==> src/rtl/fpmul_arbiter.sv <==
// fpmul_arbiter: shares one single-precision multiplier between two requesters.
// Round-robin grant, operands captured at grant and held on the multiplier,
// product returned to the granted port as a one-cycle response pulse.
module fpmul_arbiter #(
  parameter int MUL_LAT = 0,
  parameter int CNT_W   = 16
) (
  input  logic             clk,
  input  logic             reset,
  input  logic             req0,
  input  logic             req1,
  input  logic [31:0]      a0,
  input  logic [31:0]      b0,
  input  logic [31:0]      a1,
  input  logic [31:0]      b1,
  output logic             gnt0,
  output logic             gnt1,
  output logic             rsp_valid0,
  output logic             rsp_valid1,
  output logic [31:0]      rsp_result,
  output logic [1:0]       rsp_especial,
  output logic [31:0]      mul_a,
  output logic [31:0]      mul_b,
  output logic             mul_start,
  input  logic [31:0]      mul_result,
  input  logic [1:0]       mul_especial,
  output logic             busy,
  output logic [CNT_W-1:0] ops_done
);

  // Latency counter only needs to hold MUL_LAT; keep at least one bit.
  localparam int CW = (MUL_LAT < 1) ? 1 : $clog2(MUL_LAT + 1);
  localparam logic [CW-1:0] LAT_LOAD = CW'(MUL_LAT);

  typedef enum logic [1:0] {
    IDLE = 2'd0,
    BUSY = 2'd1,
    RESP = 2'd2
  } state_t;

  state_t            state_r, state_s;
  logic              last_r, last_s;
  logic              owner_r, owner_s;
  logic              win_s;
  logic [CW-1:0]     cnt_r, cnt_s;
  logic              gnt0_r, gnt0_s, gnt1_r, gnt1_s;
  logic              rsp_valid0_r, rsp_valid0_s, rsp_valid1_r, rsp_valid1_s;
  logic [31:0]       rsp_result_r, rsp_result_s;
  logic [1:0]        rsp_especial_r, rsp_especial_s;
  logic [31:0]       mul_a_r, mul_a_s, mul_b_r, mul_b_s;
  logic              mul_start_r, mul_start_s;
  logic              busy_r, busy_s;
  logic [CNT_W-1:0]  ops_done_r, ops_done_s;

  // Next-state, arbitration and next output values; every output is registered below.
  always_comb begin
    state_s        = state_r;
    last_s         = last_r;
    owner_s        = owner_r;
    win_s          = 1'b0;
    cnt_s          = cnt_r;
    gnt0_s         = 1'b0;
    gnt1_s         = 1'b0;
    rsp_valid0_s   = 1'b0;
    rsp_valid1_s   = 1'b0;
    rsp_result_s   = rsp_result_r;
    rsp_especial_s = rsp_especial_r;
    mul_a_s        = mul_a_r;
    mul_b_s        = mul_b_r;
    mul_start_s    = 1'b0;
    ops_done_s     = ops_done_r;
    case (state_r)
      IDLE: begin
        if (req0 || req1) begin
          // On a tie the port that did not win last time goes first.
          if (req0 && req1) begin
            win_s = ~last_r;
          end else begin
            win_s = req1;
          end
          last_s      = win_s;
          owner_s     = win_s;
          mul_a_s     = win_s ? a1 : a0;
          mul_b_s     = win_s ? b1 : b0;
          cnt_s       = LAT_LOAD;
          gnt0_s      = ~win_s;
          gnt1_s      = win_s;
          mul_start_s = 1'b1;
          state_s     = BUSY;
        end else begin
          state_s = IDLE;
        end
      end
      BUSY: begin
        if (cnt_r != {CW{1'b0}}) begin
          cnt_s = cnt_r - CW'(1);
        end else begin
          rsp_result_s   = mul_result;
          rsp_especial_s = mul_especial;
          rsp_valid0_s   = ~owner_r;
          rsp_valid1_s   = owner_r;
          ops_done_s     = ops_done_r + CNT_W'(1);
          state_s        = RESP;
        end
      end
      RESP: begin
        state_s = IDLE;
      end
      default: begin
        state_s = IDLE;
      end
    endcase
    busy_s = (state_s != IDLE);
  end

  // State and output registers; last starts at 1 so port 0 wins the first tie.
  always_ff @(posedge clk or posedge reset) begin
    if (reset) begin
      state_r        <= IDLE;
      last_r         <= 1'b1;
      owner_r        <= 1'b0;
      cnt_r          <= {CW{1'b0}};
      gnt0_r         <= 1'b0;
      gnt1_r         <= 1'b0;
      rsp_valid0_r   <= 1'b0;
      rsp_valid1_r   <= 1'b0;
      rsp_result_r   <= 32'h0000_0000;
      rsp_especial_r <= 2'b00;
      mul_a_r        <= 32'h0000_0000;
      mul_b_r        <= 32'h0000_0000;
      mul_start_r    <= 1'b0;
      busy_r         <= 1'b0;
      ops_done_r     <= {CNT_W{1'b0}};
    end else begin
      state_r        <= state_s;
      last_r         <= last_s;
      owner_r        <= owner_s;
      cnt_r          <= cnt_s;
      gnt0_r         <= gnt0_s;
      gnt1_r         <= gnt1_s;
      rsp_valid0_r   <= rsp_valid0_s;
      rsp_valid1_r   <= rsp_valid1_s;
      rsp_result_r   <= rsp_result_s;
      rsp_especial_r <= rsp_especial_s;
      mul_a_r        <= mul_a_s;
      mul_b_r        <= mul_b_s;
      mul_start_r    <= mul_start_s;
      busy_r         <= busy_s;
      ops_done_r     <= ops_done_s;
    end
  end

  assign gnt0         = gnt0_r;
  assign gnt1         = gnt1_r;
  assign rsp_valid0   = rsp_valid0_r;
  assign rsp_valid1   = rsp_valid1_r;
  assign rsp_result   = rsp_result_r;
  assign rsp_especial = rsp_especial_r;
  assign mul_a        = mul_a_r;
  assign mul_b        = mul_b_r;
  assign mul_start    = mul_start_r;
  assign busy         = busy_r;
  assign ops_done     = ops_done_r;

endmodule

==> config.mk <==
export PLATFORM = sky130hd
export DESIGN_NAME = fpmul_arbiter
export DESIGN_NICKNAME = d
export VERILOG_FILES = /design/src/rtl/fpmul_arbiter.sv
export SDC_FILE = /design/constraint.sdc
export NUM_CORES = 1
export LEC_CHECK = 0
export ABC_CLOCK_PERIOD_IN_PS = 4700
export CAP_MARGIN = 20
export CORE_AREA = 2 2 135 137
export CTS_CLUSTER_SIZE = 12
export DETAILED_ROUTE_END_ITERATION = 7
export DIE_AREA = 0 0 137 139
export PLACE_DENSITY = 0.66
export SLEW_MARGIN = 10
export SYNTH_ARGS = -nofsm -noshare
export SYNTH_HDL_FRONTEND = slang
export SYNTH_SLANG_ARGS = --single-unit
export TNS_END_PERCENT = 100
==> constraint.sdc <==
create_clock -name clk -period 4.7 [get_ports clk]
set_clock_uncertainty 0.05 [all_clocks]
set_input_delay 0.705 -clock clk [delete_from_list [all_inputs] [get_ports clk]]
set_output_delay 0.705 -clock clk [all_outputs]
set_load 0.05 [all_outputs]
==> run summary <==
worst endpoint required time - 3.94 ns
drc violations - 0
worst path bufs/invs - 1
P_leak - 3.997 nW
Num CTS Buffers - 17
Avg Inst Size Synth - 10.19 um^2
Top Ports - 286
hold path cells - 2
CTS tree - done
Startpoint Class - register
Synth cell types - 32
routing usage on met1 - 19.66%
placer congestion estimate - 0.7383
routed vias/inst - 4.364
final worst path period need - 2.459 ns
Clock transition at path regs - 0.06 ns
critical path cell sequence - clkdlybuf4s50_1
DRT iter0 DRCs - 191
power per cell area - 782.4 mW/mm^2
VDD IR max - 0.0004835 V
status - finished clean
placed inst area - 0.008257 mm^2
post-CTS setup buffers - 0
Final Instance Area - 0.008917 mm^2
initial antenna violation count - 0
post-cts resize count - 0
worst r2r path cells - 7
Total Routed Length - 15,650 um
first drt pass iteration count - 4
# setup viols final - 0
data arrival time of the worst path - 1.70 ns
unrepaired setup endpoints after global routing - false
layout cells sized above 1 - 5.736%
Setup TNS Final - 0 ns
grt ovf - 0
Slew Limit Headroom - 40.38%
die span in y - 139 um
area of the die - 0.01904 mm^2
min-delay worst type - reg -> reg
Final #Nets - 956
Port Buf Inserts - 285
Tcrit/Tclk final - 52.32%
cts hold-fix bufs - 0
vias in the first global route - 4,623
vias post-DR - 4,499
CP Capture Type - output pin
Syn Inst Count - 507
filler cell count - 1,648
initial core utilization - 29.27%
slowest cell delay on critical path - 0.86 ns
MaxCap Viol Count - 0
Area Overhead vs Synth - 72.52%
max-slew violations - 0
Detail Route Antenna Nets - 0
cell area after synthesis - 0.005169 mm^2
htree depth - 4
Rows - 49
warnings from Yosys - 0
sequential share of the synthesized area - 60.06%
n_diodes - 0
grt met3 use - 7.529%
Crit Path Class - reg -> out
Post-DP HPWL - 11,350 um
first-pass GRT wire length - 24,960 um
worst skew pair latency - 0.41 ns
slowest stage cell on the critical path - clkdlybuf4s50_1
# clock sinks - 124
die span in x - 137 um
Clock Root Buffer - clkbuf_16
clock tree buffer depth - 2
CP Depth - 1
FF+latch count, synth - 124
Critical Path Fanout Max - 5
busiest grt layer - met2
fmax - 406.7 MHz
WL/cell - 15.18 um
gr usage total - 16.95%
final hold viol count - 0
global-route met2 utilization - 27.91%
Core Area - 0.01766 mm^2
largest net degree at the start of global routing - 103
crit-path leading delay family - buffers and inverters
Slew @ Worst Pin - 0.8943 ns
post-synth net total - 674
-- flip-flops by register name, indices dropped and copies added, names as in the netlist, 2 cells and up --
name	count
state_r	2
mul_b	32
mul_a	32
rsp_especial	2
rsp_result	32
ops_done	16
-- power by group --
part	internal [mW]	switching (mW)	total, mW
sequential	1.55	0.279	1.83
combinational	1.19	2.48	3.68
clock	0.983	0.484	1.47
-- through the flow --
step	worst slack (ns)	power (mW)	hold slack [ns]	util, %	std cells
final	2.241	6.977	0.4144	50.50	1031
after global routing	2.097	7.358	0.4339	50.50	1031
after CTS	2.216	7.053	0.4186	50.50	1031
after detailed placement	1.814	5.562	0.4054	46.76	999
after global placement	1.852	5.523	0.3955	46.76	999
after floorplan	0.6474	4.213	0.3679	-	507
-- cell usage after synthesis (all sizes together) --
| cell type | number | area (um^2) |
|---|---|---|
| mux2i | 50 | 500.5 |
| dfrtp | 123 | 3078 |
| nand2 | 191 | 716.9 |
| dfstp | 1 | 26.28 |
| nand3b | 1 | 7.510 |
| nand2b | 1 | 6.260 |
| a22oi | 14 | 105.1 |
| clkbuf | 13 | 48.80 |
| ha | 1 | 12.51 |
| nor4 | 1 | 12.51 |
| inv | 4 | 15.01 |
| nand4 | 4 | 25.02 |
| buf | 16 | 86.34 |
| and4 | 1 | 8.760 |
| or3 | 2 | 17.52 |
| and2 | 1 | 6.260 |
| a21boi | 1 | 7.510 |
| xor2 | 4 | 35.03 |
| nor3 | 2 | 15.01 |
| xnor2 | 11 | 96.34 |
| nor3b | 1 | 18.77 |
| o21ai | 50 | 250.2 |
| nand3 | 4 | 20.02 |
| nor2 | 7 | 28.78 |
| a21o | 2 | 15.01 |
| nand4b | 1 | 8.760 |
-- logic make-up (layout without fill, tap and decap cells) --
group / Yosys count / count (layout) / share of synthesized area (%)
compound gates: 67 / 67 / 7.311
xor+xnor: 15 / 15 / 2.542
fa+ha+maj: 1 / 1 / 0.2420
buf+inv: 33 / 328 / 2.905
flops: 124 / 124 / 60.06
mux: 50 / 50 / 9.683
simple gates: 217 / 217 / 17.26
-- worst paths after layout --
path / start / to / slack, ns
max: ops_done[0] / ops_done[0] / 2.24
min: mul_a[23] / mul_a[23] / 0.41
max reg2reg: state_r[1] / ops_done[6] / 2.62
min reg2reg: mul_a[23] / mul_a[23] / 0.41
max in group asynchronous: reset / last_r / 3.04
min in group asynchronous: reset / ops_done[14] / 0.69
-- layout by cell type (no fill, tap or decap), types with 4 or more instances in the layout --
cell / n
a22oi_1: 14
buf_4: 6
bufinv_16: 5
clkbuf_16: 17
clkdlybuf4s50_1: 285
dfrtp_1: 123
mux2i_1: 50
nand2_1: 191
nand3_1: 4
nand4_1: 4
nor2_1: 6
o21ai_0: 50
xnor2_1: 11
xor2_1: 4
-- layout make-up --
type / count / area (um^2) / share of cell area, %
timing repair buffer: 292 / 2918 / 32.72
tap: 229 / 286.5 / 3.213
clock inverter: 10 / 186.4 / 2.091
clock buffer: 22 / 474.2 / 5.318
inverter: 4 / 17.52 / 0.1964
multi-input combinational: 350 / 1931 / 21.65
sequential: 124 / 3104 / 34.81
-- layer usage --
| layer | wire, um | vias to the layer above |
|---|---|---|
| met5 | 0 | - |
| met4 | 286 | 0 |
| met3 | 1541 | 21 |
| met2 | 7582 | 179 |
| met1 | 6241 | 2063 |
| li1 | - | 2236 |
Note: power is estimated with default switching activity, not from simulation.
